## src/rtl/gpr_write_arbiter.sv

```systemverilog
// rtl/gpr_write_arbiter.sv - shares the GPR write port between load returns and ALU results
// Loads always win; losing ALU results wait in an in-order FIFO that the lookup port exposes.
module gpr_write_arbiter #(
  parameter int DEPTH  = 4,
  parameter int DATA_W = 32,
  parameter int ADDR_W = 5
) (
  input  logic                       clk,
  input  logic                       reset,
  input  logic                       alu_valid,
  output logic                       alu_ready,
  input  logic [ADDR_W-1:0]          alu_dest,
  input  logic [DATA_W-1:0]          alu_data,
  input  logic                       mem_valid,
  input  logic [ADDR_W-1:0]          mem_dest,
  input  logic [DATA_W-1:0]          mem_data,
  output logic                       gpr_we,
  output logic [ADDR_W-1:0]          gpr_waddr,
  output logic [DATA_W-1:0]          gpr_wdata,
  input  logic [ADDR_W-1:0]          lk_addr,
  output logic                       lk_hit,
  output logic [DATA_W-1:0]          lk_data,
  output logic [$clog2(DEPTH):0]     count,
  output logic                       drained
);

  localparam int PTR_W = $clog2(DEPTH);
  localparam int CNT_W = PTR_W + 1;

  logic [ADDR_W-1:0] fifo_dest_q [DEPTH];
  logic [DATA_W-1:0] fifo_data_q [DEPTH];

  logic [PTR_W-1:0]  wr_ptr_q, wr_ptr_d;
  logic [PTR_W-1:0]  rd_ptr_q, rd_ptr_d;
  logic [CNT_W-1:0]  count_q, count_d;
  logic              gpr_we_q, gpr_we_d;
  logic [ADDR_W-1:0] gpr_waddr_q, gpr_waddr_d;
  logic [DATA_W-1:0] gpr_wdata_q, gpr_wdata_d;

  logic              fifo_empty;
  logic              do_push;
  logic              do_pop;
  logic [PTR_W-1:0]  lk_idx;

  // Ready looks only at occupancy so it never depends on the same-cycle pop.
  assign fifo_empty = (count_q == '0);
  assign alu_ready  = !reset && (count_q < CNT_W'(DEPTH));
  assign do_pop     = !mem_valid && !fifo_empty;
  assign do_push    = alu_valid && alu_ready && (mem_valid || !fifo_empty);

  always_comb begin
    gpr_we_d    = 1'b0;
    gpr_waddr_d = gpr_waddr_q;
    gpr_wdata_d = gpr_wdata_q;
    if (mem_valid) begin
      gpr_we_d    = 1'b1;
      gpr_waddr_d = mem_dest;
      gpr_wdata_d = mem_data;
    end else if (!fifo_empty) begin
      gpr_we_d    = 1'b1;
      gpr_waddr_d = fifo_dest_q[rd_ptr_q];
      gpr_wdata_d = fifo_data_q[rd_ptr_q];
    end else if (alu_valid) begin
      gpr_we_d    = 1'b1;
      gpr_waddr_d = alu_dest;
      gpr_wdata_d = alu_data;
    end
  end

  always_comb begin
    wr_ptr_d = wr_ptr_q + PTR_W'(do_push);
    rd_ptr_d = rd_ptr_q + PTR_W'(do_pop);
    count_d  = count_q + CNT_W'(do_push) - CNT_W'(do_pop);
  end

  always_ff @(posedge clk or posedge reset) begin
    if (reset) begin
      wr_ptr_q    <= '0;
      rd_ptr_q    <= '0;
      count_q     <= '0;
      gpr_we_q    <= 1'b0;
      gpr_waddr_q <= '0;
      gpr_wdata_q <= '0;
    end else begin
      wr_ptr_q    <= wr_ptr_d;
      rd_ptr_q    <= rd_ptr_d;
      count_q     <= count_d;
      gpr_we_q    <= gpr_we_d;
      gpr_waddr_q <= gpr_waddr_d;
      gpr_wdata_q <= gpr_wdata_d;
    end
  end

  always_ff @(posedge clk) begin
    if (do_push) begin
      fifo_dest_q[wr_ptr_q] <= alu_dest;
      fifo_data_q[wr_ptr_q] <= alu_data;
    end
  end

  // Walk oldest to youngest so the last match (youngest) wins over older ones.
  always_comb begin
    lk_hit  = 1'b0;
    lk_data = '0;
    lk_idx  = rd_ptr_q;
    if (gpr_we_q && (gpr_waddr_q == lk_addr)) begin
      lk_hit  = 1'b1;
      lk_data = gpr_wdata_q;
    end
    for (int k = 0; k < DEPTH; k++) begin
      lk_idx = rd_ptr_q + PTR_W'(k);
      if ((CNT_W'(k) < count_q) && (fifo_dest_q[lk_idx] == lk_addr)) begin
        lk_hit  = 1'b1;
        lk_data = fifo_data_q[lk_idx];
      end
    end
  end

  assign gpr_we    = gpr_we_q;
  assign gpr_waddr = gpr_waddr_q;
  assign gpr_wdata = gpr_wdata_q;
  assign count     = count_q;
  assign drained   = fifo_empty && !gpr_we_q;

endmodule

```

## config.mk

```make
export PLATFORM = sky130hd
export DESIGN_NAME = gpr_write_arbiter
export DESIGN_NICKNAME = d
export VERILOG_FILES = /design/src/rtl/gpr_write_arbiter.sv
export SDC_FILE = /design/constraint.sdc
export NUM_CORES = 1
export LEC_CHECK = 0
export CORE_MARGIN = 2
export CORE_UTILIZATION = 60
export DETAILED_ROUTE_END_ITERATION = 16
export GPL_ROUTABILITY_DRIVEN = 0
export GPL_TIMING_DRIVEN = 1
export PLACE_DENSITY = 0.94
export SLEW_MARGIN = 40
export SYNTH_ARGS = -nofsm -noshare
export SYNTH_HDL_FRONTEND = slang
export SYNTH_SLANG_ARGS = --single-unit
export TNS_END_PERCENT = 1
```

## constraint.sdc

```tcl
create_clock -name clk -period 7.28 [get_ports clk]
set_input_delay 1.092 -clock clk [delete_from_list [all_inputs] [get_ports clk]]
set_output_delay 1.092 -clock clk [all_outputs]
set_load 0.01 [all_outputs]
```

== Word-level counts from Yosys, hierarchy flattened ==
Memory sizes are Yosys's and may differ from the RTL's.
Index checks and enable logic that the tools add are counted.
Widths: inputs -> output; s select.
Operators by class
  reduce and logical (&&, ||, !) cells: 16
  eq/ne operators: 6
  order comparisons: 5
  $add $sub $neg: 7
  multiplexer cells: 21
Operator list (number)
  $mux 32: 8
  $eq 5x5->1: 5
  $mux 5: 3
  $logic_and 1x1->1: 10
  $mux 1: 10
  $lt 1x3->1 const A: 2
  $lt 2x3->1 const A: 2
  $add 2x1->2: 2
  $add 2x2->2 const B: 2
  $logic_not 1->1: 4
  $add 3x1->3: 1
  $logic_not 3->1: 1
  $lt 3x3->1 const B: 1
  $ne 3x3->1 const B: 1
  $sub 3x1->3: 1
  $add 2x1->2 const B: 1
  $logic_or 1x1->1: 1
Storage, ports and cells
  memories kept: 2
  output and inout port bits: 76
  memory bits (writable): 148
  bits of input ports: 83
  logic and storage cells: 63
  register bits: 45
Memories
  fifo_data_q: depth 4, width 32, rd ports 4, clocked after memory_dff 0, wr ports 1, line 31  | logic [DATA_W-1:0] fifo_data_q [DEPTH];
  fifo_dest_q: depth 4, width 5, rd ports 4, clocked after memory_dff 0, wr ports 1, line 30  | logic [ADDR_W-1:0] fifo_dest_q [DEPTH];

== Longest topological paths before layout ==
Gate-level depths: netlist of the first run.
  depth in word-level cells: 7
  mapped depth: 10
  gate-level depth less buffers: 9

== Least setup slack after synthesis of the first run ==
No wires, ideal clock.
  kind: input -> register
  start point: in alu_valid
  end point: mem fifo_data_q[1][0] (enable)
  library setup time: 0.485 ns
  stages on the path: 4
  setup slack: 2.398 ns
  required time: 6.795 ns
  path buffers: 1
  data arrival time: 4.397 ns
  path through: clkbuf_1 -> o211a_1 -> inv_1 -> nor3b_1
Between the ends
  longest elaborated chain between the ends: 4
Ends and longest elaborated chain
  start: declaration: line 10  | input logic alu_valid,
  $logic_and 1x1->1 (2 in a row): line 49  | assign do_push = alu_valid && alu_ready && (mem_valid || !fifo_empty);
  $mux 1: line 95  | if (do_push) begin
  $mux 1 (not written as such): line 97  | fifo_data_q[wr_ptr_q] <= alu_data;
  end: declaration: line 31
No other way between the ends.

== Final worst setup path of the first run ==
  start point: in lk_addr[0]
  end point: out lk_data[30]
Between the ends
  longest elaborated chain between the ends: 7
  elaborated cells between the ends (all ways): 15
  those cells by class: eq/ne: 5; mux: 5; reduce/logical: 5
Ends and longest elaborated chain
  start: declaration: line 20  | input logic [ADDR_W-1:0] lk_addr,
  $eq 5x5->1: line 106  | if (gpr_we_q && (gpr_waddr_q == lk_addr)) begin
  $logic_and 1x1->1: line 106
  $mux 32: line 106
  $mux 32 (3 in a row): line 112  | if ((CNT_W'(k) < count_q) && (fifo_dest_q[lk_idx] == lk_addr)) begin
  $mux 32 (*): line 112
  end: declaration: line 22  | output logic [DATA_W-1:0] lk_data,
Every way passes the cells marked *; elsewhere a longest branch is shown, timed or not.

==> flow_summary.toml, run 1 <==
[routing]
vias = 10600
drt_pass1_iterations = 7
drtIter0Drc = 1646
avgViaCountPerCell = 7.44
drc = 0
wirelength_um = 37600
wl_per_cell_um = 26.5
ant_nets = 0

[layout]
drive_gt1_frac = 0.212
final_common_cell = "clkdlybuf4s50_1"
layout_common_cells = "156 x clkdlybuf4s50_1, 148 x edfxtp_1, 143 x mux4_2, 115 x nor2_1, 45 x a22oi_1"
fillers = 1312
final_util = 0.725
final_net_count = 1221
multiInputGateArea_um2 = 6760
final_cells = 1420
regArea_um2 = 5580
area_growth_pct = 18.0

[global_routing]
overflow = 0
grt_pass1_vias = 10500
grtUsageTotal = 0.337
grt_max_degree = 78
antenna_found_initial = 1
grt_pass1_wl_um = 57700

[logic_synthesis]
synth_top_family_by_area = "multiplexers"
synthCells = 1038
synth-compound-area-share = 0.119
synthAdderAreaFrac = 0.00734
syn_avg_cell_area_um2 = 12.5
synth_xor_area_frac = 0.0189
synth_seq_cells = 193
yosysWarningCount = 0
synthMuxAreaShare = 0.273
synth_cell_type_count = 44
syn_nets = 1128
syn_area_um2 = 13000
yosysSeqAreaShare = 0.430
synthSimpleGateAreaFrac = 0.0962

[worst_hold_path]
min_path_type = "flop to flop"

[floorplanning]
boundaryPins = 159
rows = 53
die_w_um = 151
coreArea_um2 = 21100
start_util = 0.615
die_area_um2 = 22800
dieHeight_um = 151

[clock_tree]
cts_buffers = 17
htreeDepth = 4
clock_latency_ns = 0.45
postCtsResizedCells = 0
clock_sinks = 193
ctsHoldBuffers = 0
clk_pin_slew_ns = 0.07
cts_tree = "done"
cts_buffer_depth = 2
cts_root_buf = "clkbuf_16"
post-cts-setup-buffers = 0

[sta]
finalCritPeriodShare = 0.757
fmax_ghz = 0.182
fin_ws_ns = 1.77
skew_ns = 0.0136
rsz0062_at_grt = "no"
hold_violations = 0
worstMarginPinSlew_ns = 0.760
relSlewSlack = 0.493
setup_tns_ns = 0
fin_crit_ns = 5.51
setup_viol = 0
slew_viol_final = 0

[placement]
post-place-ws_ns = 1.94
dp.cells = 1385
hpwl_um = 22500
portBuffers = 158

[setup_path]
crit_arrival_ns = 4.42
cp-end-kind = "primary output"
crit_chain = "clkdlybuf4s50_1 > xor2_1 > nor4_2 > and3_1 > buf_4 > nand2_1 > o21ai_1 > clkdlybuf4s50_1"
slowest_stage = "and3_1"
startpoint_type = "input pin"
path_buf_inv = 3
critPathMostFrequentCell = "clkdlybuf4s50_1"
worst_path_largest_cell_delay_ns = 0.60
cp_top_family = "buffers and inverters"
crit_fanout = 23
crit_type = "input pin to primary output"
required_ns = 6.19

[power]
power.switching_mw = 2.34
clkPwrFrac = 0.170
p_per_area_nw_per_um2 = 379
switching_share = 0.403
vdd_drop_max_v = 0.000258
pwr-share-comb = 0.559
internal_power_mw = 3.46
p_leak_nw = 5.45
seqPwrFrac = 0.271

[flow_run]
cap_violations = 0

[outcome]
status = "completed"
final cells by class:
type,count,area share
multi-input combinational,690,0.442
tap,275,0.0225
clock inverter,13,0.00974
clock buffer,19,0.0304
inverter,44,0.0108
antenna,1,0.000164
sequential,193,0.365
timing repair buffer,185,0.120
state kept, by name (all words and copies together) (netlist names):
name	flops
fifo_dest_q	20
gpr_wdata	32
gpr_we	1
fifo_data_q	128
wr_ptr_q	2
count	3
gpr_waddr	5
rd_ptr_q	2
worst min-delay path, delay by kind of cell, from the launching register on:
family,cells,cell delay (ns)
and+or+nand+nor,2,0.14
DFF,1,0.37
per-layer routing:
metal	GRT usage	part of all wire	vias to the layer above	wire length [um]
met5	0	0	-	0
met4	0.174	0.052	0	1940
met3	0.0819	0.14	220	5120
met2	0.536	0.48	966	18100
met1	0.437	0.33	5089	12500
li1	-	-	4293	-
synth_stat cells (all sizes together):
cell type / n / area [um^2]
and3: 34 / 213
a211oi: 31 / 328
a311oi: 37 / 324
fa: 1 / 20.0
or3: 2 / 17.5
o21ai: 62 / 310
nor2b: 1 / 6.26
nand3: 34 / 170
nand2: 37 / 139
ha: 6 / 75.1
dfrtp: 45 / 1130
clkbuf: 58 / 218
nand4: 2 / 12.5
nor4: 3 / 31.3
mux4: 148 / 3350
inv: 44 / 165
nor2: 117 / 439
xnor2: 12 / 105
xor2: 16 / 140
and2: 1 / 6.26
edfxtp: 148 / 4440
or2: 1 / 6.26
o31ai: 1 / 7.51
a2111oi: 1 / 15.0
and4: 2 / 17.5
nor3: 35 / 180
mux2i: 19 / 190
buf: 53 / 342
nor3b: 1 / 7.51
o2111ai: 1 / 8.76
a21oi: 39 / 195
a22oi: 45 / 338
o211a: 1 / 10.0
logic make-up (layout without fill, tap and decap cells):
logic type	count (synthesis)	count (layout)
AOI/OAI and AO/OA	218	218
xor gates and xnor gates	28	28
buffers and inverters	155	261
DFF	193	193
adders and majority gates	7	7
muxes	167	167
and+or+nand+nor	270	270
other	0	1
through the flow:
| stage | instance area [um^2] | total power [mW] | hold slack, ns |
|---|---|---|---|
| after floorplan | 13000 | 3.80 | 0.494 |
| after global placement | 14600 | 4.57 | 0.515 |
| after detailed placement | 14600 | 4.72 | 0.526 |
| after CTS | 15200 | 5.73 | 0.542 |
| after global routing | 15300 | 6.05 | 0.579 |
| final | 15300 | 5.80 | 0.549 |
worst paths after layout:
path	to	depth (start not counted)	slack, ns	from
setup reg to reg	gpr_wdata[14]$_DFFE_PP0P_	7	4.36	rd_ptr_q[1]$_DFF_PP0_
max in group asynchronous	rd_ptr_q[0]$_DFF_PP0_	3	5.56	reset
hold / removal	gpr_wdata[12]$_DFFE_PP0P_	2	0.55	gpr_wdata[12]$_DFFE_PP0P_
hold reg to reg	gpr_wdata[12]$_DFFE_PP0P_	2	0.55	gpr_wdata[12]$_DFFE_PP0P_
min in group asynchronous	count[2]$_DFF_PP0_	3	1.19	reset
setup / recovery	lk_data[30]	8	1.77	lk_addr[0]
power groups by stage:
stage                     registers, mW  clock network (mW)  logic, mW
final                              1.57               0.986       3.24
after global routing               1.59                1.03       3.43
after CTS                          1.56               0.986       3.18
after detailed placement           1.58                   0       3.14
after global placement             1.57                   0       3.00
after floorplan                    1.51                   0       2.29
Power figures use the tool's default switching activity.
==> run 2: changes to the inputs <==
- CORE_UTILIZATION: 60 -> 57
- PLACE_DENSITY: 0.94 -> 0.9
- clock period: 7.28 -> 5.6 ns (I/O delays scaled with it)
==> flow_summary.toml, run 2 (synthesized netlist as in run 1, its figures left out) <==
[placement]
hpwl_um = 23000
portBuffers = 158
dp.cells = 1396

[sta]
relSlewSlack = 0.443
slew_viol_final = 0
finalCritPeriodShare = 0.912
rsz0062_at_grt = "no"
worstMarginPinSlew_ns = 0.835
hold_violations = 0
setup_tns_ns = 0
setup_viol = 0
fmax_ghz = 0.196
fin_crit_ns = 5.11
skew_ns = 0.00957

[floorplanning]
die_w_um = 155
start_util = 0.576
die_area_um2 = 24000
coreArea_um2 = 22500
rows = 55
dieHeight_um = 155
boundaryPins = 159

[clock_tree]
cts_buffer_depth = 2
cts_root_buf = "clkbuf_16"
cts_buffers = 17
clock_latency_ns = 0.43
clock_sinks = 193
clk_pin_slew_ns = 0.07
cts_tree = "done"
postCtsResizedCells = 0
ctsHoldBuffers = 0
htreeDepth = 4
post-cts-setup-buffers = 0

[routing]
avgViaCountPerCell = 7.35
ant_nets = 0
drtIter0Drc = 1474
wirelength_um = 38100
drc = 0
vias = 10500
drt_pass1_iterations = 6
wl_per_cell_um = 26.7

[worst_hold_path]
hold-path-cell-count = 2
hold_path_end = "gpr_wdata[12]$_DFFE_PP0P_"
min_path_type = "flop to flop"
min_from = "gpr_wdata[12]$_DFFE_PP0P_"

[global_routing]
grt_max_degree = 130
grtUsageTotal = 0.318
grt_pass1_wl_um = 58500
antenna_found_initial = 0
overflow = 0
grt_pass1_vias = 10500

[setup_path]
r2r_end = "gpr_wdata[11]$_DFFE_PP0P_"
required_ns = 4.76
crit_arrival_ns = 4.27
r2r_slack_ns = 2.44
reg2reg_depth = 7
crit_fanout = 73
cp-end-kind = "primary output"
startpoint_type = "flop"
crit_type = "flop to primary output"
rr_startpoint = "rd_ptr_q[1]$_DFF_PP0_"

[outcome]
status = "completed"

[layout]
layout_common_cells = "156 x clkdlybuf4s50_1, 148 x edfxtp_1, 143 x mux4_2, 115 x nor2_1, 45 x a22oi_1"
drive_gt1_frac = 0.210
final_net_count = 1221
final_common_cell = "clkdlybuf4s50_1"
top_register = "fifo_data_q"
fillers = 1526
final_cells = 1429
final_util = 0.679
area_growth_pct = 17.9
num_antenna_cells = 0
largest_register_ffs = 128

[power]
p_leak_nw = 5.42
total_power_mw = 7.47
vdd_drop_max_v = 0.000380
p_per_area_nw_per_um2 = 489

[flow_run]
cap_violations = 0
-- run 2: worst max path at each step --
stage / from / endpoint / slack [ns] / depth (start not counted)
2_1_floorplan: alu_valid / fifo_data_q[1][0]$_DFFE_PP_ / 0.97 / 4
3_3_place_gp: rd_ptr_q[1]$_DFF_PP0_ / lk_data[12] / 0.92 / 8
3_5_place_dp: lk_addr[3] / lk_data[3] / 0.91 / 8
4_1_cts: rd_ptr_q[1]$_DFF_PP0_ / lk_data[11] / 0.54 / 8
5_1_grt: rd_ptr_q[1]$_DFF_PP0_ / lk_data[11] / 0.29 / 8
6_report: rd_ptr_q[1]$_DFF_PP0_ / lk_data[11] / 0.49 / 8
-- run 2: metal layers --
layer | GRT usage | up-vias | wire [um]
met5 | 0 | - | 0
met4 | 0.159 | 0 | 1920
met3 | 0.0745 | 191 | 4810
met2 | 0.501 | 916 | 18200
met1 | 0.418 | 5099 | 13200
li1 | - | 4303 | -
-- run 2: cell type report --
cell class | instances | area [um^2] | share of cell area
multi-input combinational | 690 | 6760 | 0.442
sequential | 193 | 5580 | 0.365
timing repair buffer | 185 | 1870 | 0.122
clock buffer | 17 | 425 | 0.0278
tap | 285 | 357 | 0.0233
inverter | 44 | 165 | 0.0108
clock inverter | 15 | 136 | 0.00892
-- run 2: stage by stage --
| step | hold WS [ns] | setup slack [ns] | instance area [um^2] |
|---|---|---|---|
| 5_1_grt | 0.590 | 0.293 | 15300 |
| 2_1_floorplan | 0.494 | 0.970 | 13000 |
| 4_1_cts | 0.546 | 0.542 | 15200 |
| 3_5_place_dp | 0.531 | 0.908 | 14700 |
| 6_report | 0.541 | 0.493 | 15300 |
| 3_3_place_gp | 0.516 | 0.925 | 14600 |
-- run 2: critical path: stages (launching register included) --
cell	delay, ns
dfrtp_4	0.61
buf_4	0.73
buf_6	0.66
mux4_2	0.43
nor3_1	0.24
a22oi_1	0.10
a211oi_1	0.32
o21ai_1	0.17
clkdlybuf4s50_1	0.50
-- run 2: report_power, final --
group | leakage, nW | internal (mW) | switching (mW)
Clock | 0.263 | 0.618 | 0.565
Combinational | 3.29 | 2.05 | 2.21
Sequential | 1.87 | 1.76 | 0.264
==> RTL change (settings of run 1) <==
`ADDR_W`: 5 -> 7.
--- a/src/rtl/gpr_write_arbiter.sv
+++ b/src/rtl/gpr_write_arbiter.sv
@@ -5,3 +5,3 @@
   parameter int DATA_W = 32,
-  parameter int ADDR_W = 5
+  parameter int ADDR_W = 7
 ) (
Interface: changed (resized alu_dest, gpr_waddr, lk_addr and mem_dest); port bits go from 159 to 167. The function was not compared with the original's and may differ.
==> RTL change against run 1 <==
Synthesized cell count rose by 5.1%; cell area fell by 0.18%; sequential power rose by 6%; wire length fell by 11%; synthesized area fell by 0.98%; register-to-register slack improved by 0.03 ns; sequential cell count rose by 10; setup slack got worse by 0.38 ns; power fell by 10%; largest cell class unchanged; largest power group unchanged; highest routed layer unchanged.
==> RTL change: results (changes against run 1) <==
metric	value	unit	change
layout cells sized above 1	19.0	%	was 21.2%
final WL	33700	um	was 37600 um
H-tree levels	1		was 4
routed vias	9940		was 10600
Distinct cells, synth	55		was 44
CLK BUF	31		was 19
Area contributors post-synth	edfxtp_1, mux4_2, dfrtp_1, nor2_1, mux2i_1		was edfxtp_1, mux4_2, dfrtp_1, nor2_1, a22oi_1
Num CTS Buffers	22		was 17
status	completed		unchanged
number of fill cells	1329		was 1312
syn_nets	1187		was 1128
Synth top cells by count	nor2_1, edfxtp_1, mux4_2		was edfxtp_1, mux4_2, nor2_1
Multi-In Gates	735		was 690
Port Buf Inserts	166		was 158
worst-path fanout max	29		was 23
Seq/Total Area, Yosys	45.7	%	was 43.0%
invs w/o clock	53		was 44
leakage power	0.00547	uW	was 0.00545 uW
gr usage total	29.7	%	was 33.7%
DP Cell Count	1451		was 1385
flops & latches, synth	203		was 193
CP arrival	4.79	ns	was 4.42 ns
CTS max path bufs	3		was 2
Non-clk bufs	187		was 185
Post-synth EDFFs	156		was 148
clk tree area frac	4.53	%	was 4.01%
RTL change: per-stage QoR:
step                cell area (sq um)  setup slack, ns
CTS                             15200             1.23
global route                    15300             1.25
detailed placement              14500             1.46
global placement                14500             1.52
floorplan                       12800             2.40
finish                          15300             1.40
RTL change: report_power, final:
group / switching (uW) / leakage, uW / internal (uW) / total [uW]
sequential: 240 / 0.00194 / 1420 / 1660
combinational: 1270 / 0.00320 / 1210 / 2480
clock: 438 / 0.000337 / 628 / 1070
total: 1950 / 0.00547 / 3260 / 5210
RTL change: worst max-delay path, cell delays in order, from the launching register on:
cell	delay, ns
dfrtp_4	0.69
buf_12	0.24
mux4_2	0.53
xor2_1	0.18
nor4_2	0.30
nand4_1	0.55
and2_2	0.58
buf_16	0.24
a221oi_1	0.31
o31ai_1	0.16
clkdlybuf4s50_1	0.50
RTL change: cells by family (layout without fill, tap and decap cells):
family	after synthesis	in the layout	synth area share, %
AND/OR/NAND/NOR	270	270	9.11
AO/OA/AOI/OAI	264	264	15.7
flip-flops	203	203	45.7
multiplexers	158	158	20.6
buffers and inverters	153	279	5.77
XOR/XNOR	36	36	2.46
adder cells (fa/ha/maj)	7	7	0.741
other	0	1	0
RTL change: per-layer routing:
layer | track usage (%) | up-vias | share of wire [%]
met5 | 0 | - | 0
met4 | 11.9 | 0 | 3.2
met3 | 4.97 | 93 | 9.2
met2 | 51.1 | 578 | 50
met1 | 37.8 | 4881 | 37
li1 | - | 4388 | -
RTL change: path summary, 6_finish.rpt:
path	to	slack, ns
setup / recovery	lk_data[1]	1.40
hold / removal	gpr_wdata[21]	0.58
setup reg to reg	gpr_wdata[14]	4.39
hold reg to reg	gpr_wdata[21]	0.58
max in group asynchronous	rd_ptr_q[1]	5.55
min in group asynchronous	gpr_wdata[7]	1.14
